===== config.mk =====
export PLATFORM = sky130hd
export DESIGN_NAME = fetch_unit
export DESIGN_NICKNAME = d
export VERILOG_FILES = /design/src/rtl/fetch_unit.sv
export SDC_FILE = /design/constraint.sdc
export NUM_CORES = 1
export LEC_CHECK = 0
export CORE_UTILIZATION = 30
export CTS_CLUSTER_DIAMETER = 100
export CTS_CLUSTER_SIZE = 25
export DETAILED_ROUTE_END_ITERATION = 10
export PLACE_DENSITY = 0.5
export SLEW_MARGIN = 0
export SYNTH_ARGS = -nofsm -noshare
export SYNTH_HDL_FRONTEND = slang
export SYNTH_SLANG_ARGS = --single-unit
export TNS_END_PERCENT = 30

===== constraint.sdc =====
create_clock -name clk -period 17.03 [get_ports clk]
set_clock_uncertainty 0.15 [all_clocks]
set_input_delay 3.406 -clock clk [delete_from_list [all_inputs] [get_ports clk]]
set_output_delay 3.406 -clock clk [all_outputs]
set_load 0.1 [all_outputs]

===== src/rtl/fetch_unit.sv =====
// fetch_unit: in-order instruction fetch feeding decode through a 2-entry {pc, instr} FIFO.
// Requests are credit-limited so outstanding fetches plus queued instructions never exceed two.
// A redirect flushes the FIFO and turns in-flight responses into drops.
// Optional build macro FETCH_MISALIGN_CHK_EN: a misaligned redirect target halts fetch and
// raises fetch_misalign; otherwise the low two target bits are forced to zero.
module fetch_unit #(
  parameter logic [31:0] RESET_PC = 32'h0000_0000
) (
  input  logic        clk,
  input  logic        rst,
  output logic        imem_req,
  output logic [31:0] imem_addr,
  input  logic        imem_rvalid,
  input  logic [31:0] imem_rdata,
  input  logic        redirect_valid,
  input  logic [31:0] redirect_pc,
  input  logic        dec_ready,
  output logic        dec_valid,
  output logic [31:0] dec_instr,
  output logic [31:0] dec_pc,
  output logic [6:0]  dec_opcode,
  output logic [2:0]  dec_funct3,
  output logic [6:0]  dec_funct7,
  output logic        fetch_misalign
);

  localparam int unsigned XLEN  = 32;
  localparam int unsigned DEPTH = 2;
  localparam int unsigned CNT_W = 3;

  logic [XLEN-1:0]  r_fetch_pc;
  logic [XLEN-1:0]  w_fetch_pc_nxt;
  logic [XLEN-1:0]  r_fifo_pc    [DEPTH];
  logic [XLEN-1:0]  r_fifo_instr [DEPTH];
  logic             r_rd_ptr;
  logic             r_wr_ptr;
  logic [1:0]       r_count;
  logic [1:0]       w_count_nxt;
  logic [CNT_W-1:0] r_outstanding;
  logic [CNT_W-1:0] w_outstanding_nxt;
  logic [CNT_W-1:0] r_drop;
  logic [CNT_W-1:0] w_drop_nxt;

  logic             w_pop;
  logic             w_push;
  logic             w_rsp_drop;
  logic             w_rsp_keep;
  logic             w_issue;
  logic             w_halted;
  logic [CNT_W:0]   w_credit;
  logic [XLEN-1:0]  w_redirect_pc;
  logic [XLEN-1:0]  w_rsp_pc;

`ifdef FETCH_MISALIGN_CHK_EN
  logic r_misalign;

  // Sticky misalign trap: set by a misaligned redirect, cleared by an aligned one
  always_ff @(posedge clk or posedge rst) begin
    if (rst) begin
      r_misalign <= 1'b0;
    end else if (redirect_valid) begin
      r_misalign <= (redirect_pc[1:0] != 2'b00);
    end
  end

  assign w_redirect_pc = redirect_pc;
  assign w_halted      = r_misalign;
`else
  logic w_unused_pc_lsbs;
  assign w_unused_pc_lsbs = ^redirect_pc[1:0];
  assign w_redirect_pc    = {redirect_pc[31:2], 2'b00};
  assign w_halted         = 1'b0;
`endif

  assign fetch_misalign = w_halted;

  // Decode-side view of the FIFO head
  assign dec_valid  = (r_count != 2'd0);
  assign dec_instr  = r_fifo_instr[r_rd_ptr];
  assign dec_pc     = r_fifo_pc[r_rd_ptr];
  assign dec_opcode = dec_instr[6:0];
  assign dec_funct3 = dec_instr[14:12];
  assign dec_funct7 = dec_instr[31:25];

  // Handshakes, response classification and credit check
  assign w_pop      = dec_valid & dec_ready;
  assign w_rsp_drop = imem_rvalid & (r_drop != '0);
  assign w_rsp_keep = imem_rvalid & (r_drop == '0) & (r_outstanding != '0);
  assign w_push     = w_rsp_keep & ~redirect_valid;
  assign w_credit   = (CNT_W+1)'(r_outstanding) + (CNT_W+1)'(r_count) - (CNT_W+1)'(w_pop);
  assign w_issue    = ~rst & ~redirect_valid & ~w_halted & (w_credit < (CNT_W+1)'(2));

  // Outstanding requests are consecutive words ending just below fetch_pc
  assign w_rsp_pc   = r_fetch_pc - XLEN'({r_outstanding, 2'b00});

  assign imem_req   = w_issue;
  assign imem_addr  = r_fetch_pc;

  // Next-state for pc, counters and occupancy; redirect overrides everything else
  always_comb begin
    w_fetch_pc_nxt    = r_fetch_pc;
    w_outstanding_nxt = r_outstanding;
    w_drop_nxt        = r_drop - CNT_W'(w_rsp_drop);
    w_count_nxt       = r_count;
    if (redirect_valid) begin
      w_fetch_pc_nxt    = w_redirect_pc;
      w_outstanding_nxt = '0;
      w_drop_nxt        = r_drop - CNT_W'(w_rsp_drop) + r_outstanding - CNT_W'(w_rsp_keep);
      w_count_nxt       = '0;
    end else begin
      if (w_issue) begin
        w_fetch_pc_nxt = r_fetch_pc + XLEN'(4);
      end
      w_outstanding_nxt = r_outstanding + CNT_W'(w_issue) - CNT_W'(w_rsp_keep);
      w_count_nxt       = r_count + 2'(w_push) - 2'(w_pop);
    end
  end

  // State registers
  always_ff @(posedge clk or posedge rst) begin
    if (rst) begin
      r_fetch_pc    <= RESET_PC;
      r_outstanding <= '0;
      r_drop        <= '0;
      r_count       <= '0;
    end else begin
      r_fetch_pc    <= w_fetch_pc_nxt;
      r_outstanding <= w_outstanding_nxt;
      r_drop        <= w_drop_nxt;
      r_count       <= w_count_nxt;
    end
  end

  // FIFO pointers and storage; a redirect rewinds both pointers
  always_ff @(posedge clk or posedge rst) begin
    if (rst) begin
      r_rd_ptr <= 1'b0;
      r_wr_ptr <= 1'b0;
      for (int i = 0; i < DEPTH; i++) begin
        r_fifo_pc[i]    <= '0;
        r_fifo_instr[i] <= '0;
      end
    end else if (redirect_valid) begin
      r_rd_ptr <= 1'b0;
      r_wr_ptr <= 1'b0;
    end else begin
      if (w_push) begin
        r_fifo_pc[r_wr_ptr]    <= w_rsp_pc;
        r_fifo_instr[r_wr_ptr] <= imem_rdata;
        r_wr_ptr               <= ~r_wr_ptr;
      end
      if (w_pop) begin
        r_rd_ptr <= ~r_rd_ptr;
      end
    end
  end

endmodule


Word level (Yosys, flattened, before mapping)
Index checks and enable logic that the tools add are counted.
{"block": "classes", "order_cmp": 4, "n_bitwise": 13, "n_mux": 19, "n_addsub": 11, "reduce_logical": 9}
{"operator": "32-bit two-way mux", "n": 9}
{"operator": "64-bit bitwise mux", "n": 2}
{"operator": "32-bit by 3-bit adder with 32-bit output (second input constant)", "n": 1}
{"operator": "32-bit demux with 1-bit select", "n": 1}
{"operator": "32-bit by 5-bit subtractor with 32-bit output", "n": 1}
{"operator": "3-bit by 1-bit subtractor with 3-bit output", "n": 3}
{"operator": "2-bit nonzero test", "n": 4}
{"operator": "1-bit bitwise AND", "n": 7}
{"operator": "3-bit two-way mux", "n": 2}
{"operator": "3-bit nonzero test", "n": 2}
{"operator": "3-bit by 2-bit adder with 4-bit output", "n": 1}
{"operator": "2-bit greater-or-equal comparator (second input constant)", "n": 2}
{"operator": "4-bit by 2-bit less-than comparator with 1-bit output (second input constant)", "n": 1}
{"operator": "1-bit two-way mux", "n": 4}
{"operator": "1-bit inverter", "n": 4}
{"operator": "1-bit inverter with 2-bit output", "n": 2}
{"operator": "4-bit by 1-bit subtractor with 4-bit output", "n": 1}
{"operator": "3-bit by 1-bit adder with 3-bit output", "n": 1}
{"operator": "3-bit adder", "n": 1}
{"operator": "3-bit zero test", "n": 1}
{"operator": "2-bit by 1-bit adder with 2-bit output", "n": 1}
{"operator": "2-bit by 1-bit less-than comparator with 1-bit output (second input constant)", "n": 1}
{"operator": "2-bit two-way mux", "n": 1}
{"operator": "2-bit AND reduction", "n": 1}
{"operator": "other kinds (2)", "n": 2}
{"block": "word_totals", "regBits": 170, "word_cells": 66, "out_inout_bits": 116, "inputBits": 69}

Longest topological paths before layout
Gate-level depths: netlist of run 1.
{"block": "depth", "word_depth": 8, "ltp_mapped": 17}

Worst setup path after synthesis of run 1
No wires, ideal clock.
{"block": "synth_timing", "kind": "input to output", "from": "input dec_ready", "to": "output imem_req", "path_buffers": 2, "arrival_time_ps": 5824, "cell_stages": 11, "required_time_ps": 13474, "slack_ps": 7650, "path_cell_list": "nand2_1 inv_1 nand2_1 inv_1 fa_1 or3b_2 nor3_1 mux2i_2 inv_2 buf_2 buf_2"}
{"block": "synth_via", "elab_chain_len": 4}
{"element": "start, declared", "line": "17", "source": "input logic dec_ready,"}
{"element": "1-bit bitwise AND", "line": "86", "source": "assign w_pop = dec_valid & dec_ready;"}
{"element": "4-bit by 1-bit subtractor with 4-bit output", "line": "90", "source": "assign w_credit = (CNT_W+1)'(r_outstanding) + (CNT_W+1)'(r_count) - (CNT_W+1)'(w_pop);"}
{"element": "4-bit by 2-bit less-than comparator with 1-bit output", "line": "91", "source": "assign w_issue = ~rst & ~redirect_valid & ~w_halted & (w_credit < (CNT_W+1)'(2));"}
{"element": "1-bit bitwise AND", "line": "91"}
{"element": "end, declared", "line": "11", "source": "output logic imem_req,"}
Every way passes these cells.

Final worst setup path of run 1
Ends and elaborated chain as after synthesis.

==> results.ini, run 1 <==
[status]
status=completed

[clock_tree]
postCtsHoldBufs=0
worst_skew_pair.late_latency_ns=0.43
cts_setup_buffers=0
cts_max_path_buffers=2
cts_root_buf=clkbuf_16
cts_sinks=164
cts-resized-gates=0
htree_levels=4
cts_buffers=17
cts_tree=done
cts.clk_slew.worst_paths_ns=0.07

[global_route]
grt_max_degree=80
use_met3_pct=3.609
gr-usage-met1_pct=23.80
met2_usage_pct=25.76
grt_pass1_wl_um=39500
grt_busiest_layer=met2
grt_pass1_vias=7088
antenna_found_initial=0
grt-ovfl-total=0
gr-usage-all-layers_pct=16.59

[die]
boundaryPins=185
die-area_sq_um=30400
start_util_pct=30.80
core_sq_um=28940
die_w_um=174.3
placementRows=62
die_h_um=174.3

[place]
portBuffers=177
gp_congestion=0.7622
dpl.hpwl_um=15970

[final_layout]
area_delta_synth_final_pct=28.29
drive_gt1_share_pct=11.44
mostFrequentLayoutCells=267 x nand2_1, 176 x clkdlybuf4s50_1, 163 x dfrtp_1, 69 x mux2_2, 48 x o21ai_0
n_antenna_cell=0
nets=1177
layout_commonest_cell=nand2_1

[timing]
min_period_ns=10.74
slew-limit-headroom_pct=27.10
report.final.slew_viol_count=0
tns_ns=0
timing_worst_slew_pin_value_ns=1.090
rsz0062_at_grt=no
fin_crit_sh_pct=63.07
hold_viol=0
setup_violations=0
fmax_mhz=93.10

[synthesis]
synth_edf_count=0
synth_flop_cell=dfrtp_1
synth.distinct_cells=56
async_reset_ff_share_pct=100.0
ys.warnings.count=0
synthCells=969
ys_seq_area_share_pct=46.05
synth_area_sq_um=8911
synth_area_per_cell_sq_um=9.196
ys_seq_elements=164

[detailed_routing]
drt-initial-drc-count=430
wl_per_cell_um=16.49
vias=7182
postRouteAntennaNets=0
drc=0
viasPerCell=4.836
wirelength_um=24480
firstDrtPassIters=4

[worst_setup_path]
cp.buffers_inverters=4
critPathMaxFanout=36
critical_path_class=input port to primary output
cpMostUsedCell=clkdlybuf4s50_1
critical_path.top_delay_family=buffers and inverters
slowest_stage=clkdlybuf4s50_1
endpoint_kind=primary output
crit_path_cell_trace=clkdlybuf4s50_1 -> xor2_1 -> nand2_1 -> fa_1 -> or3b_2 -> nor3_1 -> mux2i_2 -> inv_2 -> buf_4 -> clkdlybuf4s50_1
critPathRequiredTime_ns=13.47
startpoint_type=input port
cp_slowest_stage_delay_ns=1.24
arrival_ns=7.19

[hold_path]
hold_class=flip-flop to flip-flop

[job]
maxCapViolCount=0

cell type report:
type / count / area (sq um)
fillers: 2873 / 17500
repair buffers: 187 / 1842
flip-flops and latches: 164 / 4105
clock buffers: 18 / 429.2
inverters: 24 / 95.09
clock inverters: 14 / 190.2
well taps: 384 / 480.5
multi-input cells: 694 / 4290
routing by layer:
metal,vias up,routed length (um)
met4,0,149
met2,178,10870
met5,-,0
met1,3445,12210
li1,3547,-
met3,12,1243
worst register-to-register path, stage by stage (launching register included):
cell and delay (ns):
dfrtp_1 0.41, or2_2 0.31, nand2_1 0.10, inv_1 0.06, nand2_1 0.09, inv_1 0.06
fa_1 0.49, or3b_2 0.45, nor3_1 0.18, mux2i_2 0.12, inv_2 0.06, buf_4 0.42
ha_1 0.24, inv_1 0.05, fa_1 0.37, xnor2_1 0.17, nor2_1 0.05
synthesized netlist by cell type (6+ instances only):
master      n  area share (%)
buf_1       6            0.25
buf_2       9            0.51
nor3_1     29             1.6
or4_1      12             1.0
nor4_1     17             1.2
nand4_1     8            0.56
buf_4      24             2.0
inv_1      23            0.97
o211ai_1    6            0.51
nand2_1   267              11
xor2_1     10            0.98
clkbuf_1   51             2.1
mux2i_1    18             2.0
mux2_2     69             8.7
and3_1      7            0.49
nor2_1     33             1.4
a31oi_1    14            0.98
xnor2_1    21             2.1
nand3_1    23             1.3
a21oi_1     7            0.39
ha_1       16             2.2
a221o_1    16             1.8
or3_1      13            0.91
o21ai_0    48             2.7
dfrtp_1   164              46
final timing paths:
check	endpoint	start	cells after the start	slack [ns]
worst max register to register	r_outstanding[2]	r_count[1]	16	13.12
max in group asynchronous	r_fifo_instr[49]	rst	4	11.58
worst min-delay path	r_fifo_instr[0]	r_fifo_instr[0]	2	0.32
worst max-delay path	imem_req	dec_ready	10	6.29
worst min register to register	r_fifo_instr[0]	r_fifo_instr[0]	2	0.32
min in group asynchronous	imem_addr[2]	rst	2	3.26
cells by family (layout without fill, tap and decap cells):
logic type      after synthesis  in the layout  share of synthesized area [%]
flops                       164            164                          46.05
compound gates              115            115                          8.467
mux                          88             88                          10.90
other cells                   1              5                        0.04208
simple gates                435            435                          22.28
fa+ha+maj                    20             20                          3.145
xor+xnor                     31             31                          3.047
buf+inv                     115            243                          6.066
flip-flops by register name, summed over array words and instances (netlist names):
signal         cells
r_drop             3
r_count            2
r_fifo_instr      64
r_rd_ptr           1
r_outstanding      3
r_fifo_pc         60
r_wr_ptr           1
imem_addr         30
through the flow:
step / utilization (%) / cell area, sq um / setup WS (ns) / hold WS (ns) / cells
after floorplan: - / 8926 / 7.650 / 0.2901 / 973
after global placement: 37.37 / 10810 / 6.303 / 0.3017 / 1453
after detailed placement: 37.37 / 10810 / 6.293 / 0.3065 / 1453
after CTS: 39.51 / 11430 / 6.283 / 0.3247 / 1485
after global routing: 39.51 / 11430 / 6.115 / 0.3409 / 1485
final: 39.51 / 11430 / 6.289 / 0.3203 / 1485
Power of run 1 is left out: the tool's default activity adds up to more than one toggle a clock period on the data nets, which glitch-free logic cannot reach.
==> inputs of run 2 (changes only) <==
- PLACE_DENSITY: 0.5 -> 0.51
- clock period: 17.03 -> 9.22 ns (I/O delays scaled with it)
==> results.ini, run 2 (synthesized netlist as in run 1, its figures left out) <==
[die]
boundaryPins=185  ; unchanged
placementRows=62  ; unchanged
die_h_um=174.3  ; unchanged
die-area_sq_um=30400  ; unchanged
die_w_um=174.3  ; unchanged
start_util_pct=30.80  ; unchanged
core_sq_um=28940  ; unchanged

[global_route]
grt_pass1_vias=7058  ; was 7088
antenna_found_initial=0  ; unchanged
grt-ovfl-total=0  ; unchanged
gr-usage-all-layers_pct=16.29  ; was 16.59%
grt_max_degree=89  ; was 80
grt_pass1_wl_um=38950  ; was 39500 um

[place]
gp_congestion=0.7531  ; was 0.7622
portBuffers=177  ; unchanged
dpl.hpwl_um=15780  ; was 15970 um
placed_cells=1452  ; was 1453

[worst_setup_path]
critical_path.top_delay_family=buffers and inverters  ; unchanged
critPathRequiredTime_ns=7.23  ; was 13.47 ns
crit_path_cell_trace=clkdlybuf4s50_1 -> xor2_1 -> nand2_1 -> fa_1 -> or3b_2 -> nor3_1 -> mux2i_2 -> inv_2 -> clkdlybuf4s50_1  ; was clkdlybuf4s50_1 -> xor2_1 -> nand2_1 -> fa_1 -> or3b_2 -> nor3_1 -> mux2i_2 -> inv_2 -> buf_4 -> clkdlybuf4s50_1
startpoint_type=input port  ; unchanged
critPathMaxFanout=2  ; was 36
r2r-start=r_outstanding[1]  ; was r_count[1]
regToRegSetupSlack_ns=5.23  ; was 13.12 ns
crit_cells=9  ; was 10
reg2regPathDepth=13  ; was 16
arrival_ns=5.11  ; was 7.19 ns
r2r_end=r_outstanding[2]  ; unchanged
critical_path_class=input port to primary output  ; unchanged
cp.buffers_inverters=3  ; was 4
endpoint_kind=primary output  ; unchanged
cp_slowest_stage_delay_ns=1.14  ; was 1.24 ns
cpMostUsedCell=clkdlybuf4s50_1  ; unchanged
slowest_stage=clkdlybuf4s50_1  ; unchanged

[timing]
timing_worst_slew_pin_value_ns=1.068  ; was 1.090 ns
fmax_mhz=140.8
tns_ns=0  ; unchanged
rsz0062_at_grt=no  ; unchanged
hold_viol=0  ; unchanged
setup_violations=0  ; unchanged
report.final.slew_viol_count=0  ; unchanged
fin_crit_sh_pct=77.04
slew-limit-headroom_pct=28.61  ; was 27.10%
min_period_ns=7.103

[clock_tree]
cts_tree=done  ; unchanged
cts-resized-gates=0  ; unchanged
cts_setup_buffers=0  ; unchanged
cts_root_buf=clkbuf_16  ; unchanged
cts_max_path_buffers=2  ; unchanged
cts.clk_slew.worst_paths_ns=0.07  ; about the same
cts_buffers=17  ; unchanged
postCtsHoldBufs=0  ; unchanged
cts_sinks=164  ; unchanged
worst_skew_pair.late_latency_ns=0.44  ; was 0.43 ns
htree_levels=4  ; unchanged

[final_layout]
layout_commonest_cell=nand2_1  ; unchanged
top_register=r_fifo_instr  ; unchanged
area_delta_synth_final_pct=28.00  ; was 28.29%
fillers=2912  ; was 2873
largest_reg_flops=64  ; unchanged
n_antenna_cell=0  ; unchanged
final_cells=1484  ; was 1485
drive_gt1_share_pct=11.45  ; was 11.44%
nets=1176  ; was 1177
mostFrequentLayoutCells=267 x nand2_1, 176 x clkdlybuf4s50_1, 163 x dfrtp_1, 69 x mux2_2, 48 x o21ai_0  ; unchanged
multi_input_area_sq_um=4290  ; unchanged
regArea_sq_um=4105  ; unchanged

[hold_path]
worstHoldPathCells=2  ; unchanged
min_from=r_fifo_instr[31]  ; was r_fifo_instr[0]
hold_class=flip-flop to flip-flop  ; unchanged
holdPathEnd=r_fifo_instr[31]  ; was r_fifo_instr[0]

[job]
maxCapViolCount=0  ; unchanged

[detailed_routing]
firstDrtPassIters=5  ; was 4
drt-initial-drc-count=409  ; was 430
postRouteAntennaNets=0  ; unchanged
viasPerCell=4.811  ; was 4.836
wl_per_cell_um=16.41  ; was 16.49 um
drc=0  ; unchanged
wirelength_um=24350  ; was 24480 um
vias=7139  ; was 7182

[status]
status=completed  ; unchanged

[run 2: how the worst max path moves through the flow]
stage | startpoint | end | slack, ns
after floorplan | rst | imem_addr[10] | 2.79
after global placement | dec_ready | imem_req | 2.10
after detailed placement | dec_ready | imem_req | 2.10
after CTS | dec_ready | imem_req | 2.09
after global routing | dec_ready | imem_req | 2.02
final | dec_ready | imem_req | 2.12
[run 2: through the flow]
| stage | setup WS [ns] | util, % | area [sq um] | hold WS [ns] |
|---|---|---|---|---|
| 4_1_cts | 2.094 | 39.42 | 11410 | 0.3249 |
| 6_report | 2.117 | 39.42 | 11410 | 0.3229 |
| 3_3_place_gp | 2.102 | 37.34 | 10810 | 0.3020 |
| 5_1_grt | 2.017 | 39.42 | 11410 | 0.3458 |
| 3_5_place_dp | 2.102 | 37.34 | 10810 | 0.3067 |
| 2_1_floorplan | 2.793 | - | 8926 | 0.2901 |
[run 2: layout make-up]
cell class              instances  area share (%)
repair buffers                186           16.08
flip-flops and latches        164           35.99
well taps                     384           4.212
multi-input cells             694           37.62
inverters                      24          0.8337
clock inverters                15           1.536
clock buffers                  17           3.730
[run 2: tightest hold or removal path, delay by kind of cell, from the launching register on]
kind,cells,cell delay [ns]
DFF,1,0.34
and+or+nand+nor,2,0.10
[run 2: metal layers]
layer / vias up / track usage, % / wire, um
li1: 3544 / - / -
met1: 3361 / 23.54 / 12060
met2: 214 / 24.60 / 10720
met3: 20 / 3.171 / 1357
met4: 0 / 4.496 / 221
met5: - / 0 / 0
Power of run 2 is left out for the same reason.
==> inputs of run 3 (changes only) <==
- clock period: 9.22 -> 6.45 ns (I/O delays scaled with it)
==> results.ini, run 3 (synthesized netlist as in run 1, its figures left out) <==
[global_route]
antenna_found_initial=0  ; unchanged
gr-usage-all-layers_pct=16.77  ; was 16.29%
grt_pass1_wl_um=40310  ; was 38950 um
grt-ovfl-total=0  ; unchanged
grt_pass1_vias=7206  ; was 7058
grt_max_degree=98  ; was 89

[clock_tree]
cts_setup_buffers=0  ; unchanged
cts-resized-gates=0  ; unchanged
cts_root_buf=clkbuf_16  ; unchanged
cts_max_path_buffers=2  ; unchanged
cts_buffers=17  ; unchanged
worst_skew_pair.late_latency_ns=0.43  ; was 0.44 ns
postCtsHoldBufs=0  ; unchanged
cts_tree=done  ; unchanged
cts.clk_slew.worst_paths_ns=0.06  ; was 0.07 ns
cts_sinks=164  ; unchanged
htree_levels=4  ; unchanged

[worst_setup_path]
critical_path_class=input port to primary output  ; unchanged
critPathMaxFanout=2  ; unchanged
startpoint_type=input port  ; unchanged
critPathRequiredTime_ns=5.01  ; was 7.23 ns
crit_path_cell_trace=clkdlybuf4s50_1 -> xor2_1 -> nand2_1 -> fa_1 -> or3b_2 -> nor3_1 -> mux2i_2 -> inv_2 -> buf_12  ; was clkdlybuf4s50_1 -> xor2_1 -> nand2_1 -> fa_1 -> or3b_2 -> nor3_1 -> mux2i_2 -> inv_2 -> clkdlybuf4s50_1
endpoint_kind=primary output  ; unchanged
arrival_ns=3.60  ; was 5.11 ns
slowest_stage=clkdlybuf4s50_1  ; unchanged
reg2regPathDepth=16  ; was 13
cp_slowest_stage_delay_ns=0.49  ; was 1.14 ns

[timing]
slew-limit-headroom_pct=27.21  ; was 28.61%
fmax_mhz=198.6
timing_worst_slew_pin_value_ns=1.088  ; was 1.068 ns
hold_viol=0  ; unchanged
setup_violations=0  ; unchanged
fin_crit_sh_pct=78.08
rsz0062_at_grt=no  ; unchanged
min_period_ns=5.036
tns_ns=0  ; unchanged
report.final.slew_viol_count=0  ; unchanged

[final_layout]
regArea_sq_um=4105  ; unchanged
top_register=r_fifo_instr  ; unchanged
drive_gt1_share_pct=11.62  ; was 11.45%
largest_reg_flops=64  ; unchanged
layout_commonest_cell=nand2_1  ; unchanged
n_antenna_cell=0  ; unchanged
nets=1178  ; was 1176
multi_input_area_sq_um=4290  ; unchanged
area_delta_synth_final_pct=27.89  ; was 28.00%
fillers=2956  ; was 2912
mostFrequentLayoutCells=267 x nand2_1, 175 x clkdlybuf4s50_1, 163 x dfrtp_1, 69 x mux2_2, 48 x o21ai_0  ; was 267 x nand2_1, 176 x clkdlybuf4s50_1, 163 x dfrtp_1, 69 x mux2_2, 48 x o21ai_0

[die]
core_sq_um=28940  ; unchanged
start_util_pct=30.80  ; unchanged
boundaryPins=185  ; unchanged
die_w_um=174.3  ; unchanged
die-area_sq_um=30400  ; unchanged
die_h_um=174.3  ; unchanged
placementRows=62  ; unchanged

[detailed_routing]
wirelength_um=24660  ; was 24350 um
postRouteAntennaNets=0  ; unchanged
vias=7240  ; was 7139
drt-initial-drc-count=379  ; was 409
drc=0  ; unchanged
firstDrtPassIters=4  ; was 5
viasPerCell=4.872  ; was 4.811
wl_per_cell_um=16.59  ; was 16.41 um

[hold_path]
hold_class=flip-flop to flip-flop  ; unchanged
worstHoldPathCells=2  ; unchanged

[place]
gp_congestion=0.7767  ; was 0.7531
dpl.hpwl_um=16840  ; was 15780 um
portBuffers=177  ; unchanged

[status]
status=completed  ; unchanged

[job]
maxCapViolCount=0  ; unchanged

==> run 3: cell types whose count changed in the layout (fill, tap and decap cells not counted), sizes merged <==
cell           change
clkdlybuf4s50      -1
buf                +3
clkinvlp           +1
clkinv             +1
clkbuf             +2
inv                -4
==> run 3: critical path: cells and delay by family <==
family / cells / cell delay, ns
AND/OR/NAND/NOR: 3 / 0.73
buffers and inverters: 3 / 0.79
multiplexers: 1 / 0.12
XOR/XNOR: 1 / 0.20
adder cells (fa/ha/maj): 1 / 0.47
==> run 3: stage by stage <==
stage	cells	hold slack [ns]	util, %	setup slack [ns]	instance area, sq um
2_1_floorplan	973	0.2901	-	0.5767	8926
3_3_place_gp	1454	0.3011	37.43	1.405	10830
3_5_place_dp	1454	0.3067	37.43	1.393	10830
4_1_cts	1486	0.3249	39.38	1.395	11400
5_1_grt	1486	0.3405	39.38	1.303	11400
6_report	1486	0.3185	39.38	1.414	11400
==> run 3: routing by layer <==
| layer | GRT usage, % | vias to the layer above | part of all wire [%] |
|---|---|---|---|
| li1 | - | 3548 | - |
| met3 | 3.193 | 6 | 4.3 |
| met5 | 0 | - | 0 |
| met4 | 3.289 | 0 | 0.34 |
| met1 | 23.99 | 3501 | 51 |
| met2 | 26.28 | 185 | 45 |
==> run 3: area by class of cell <==
class | count | share of cell area (%)
Multi-Input combinational cell | 694 | 37.65
Tap cell | 384 | 4.216
Inverter | 24 | 0.8344
Sequential cell | 164 | 36.02
Clock inverter | 13 | 1.076
Clock buffer | 19 | 3.887
Timing Repair Buffer | 188 | 16.32
==> run 3: worst paths after layout <==
kind / slack, ns / from / end
max reg2reg: 2.44 / r_count[1] / r_outstanding[2]
min: 0.32 / r_fifo_instr[27] / r_fifo_instr[27]
min reg2reg: 0.32 / r_fifo_instr[27] / r_fifo_instr[27]
min in group asynchronous: 1.30 / rst / r_count[0]
max in group asynchronous: 3.76 / rst / r_fifo_pc[31]
max: 1.41 / dec_ready / imem_req
Power of run 3 is left out for the same reason.
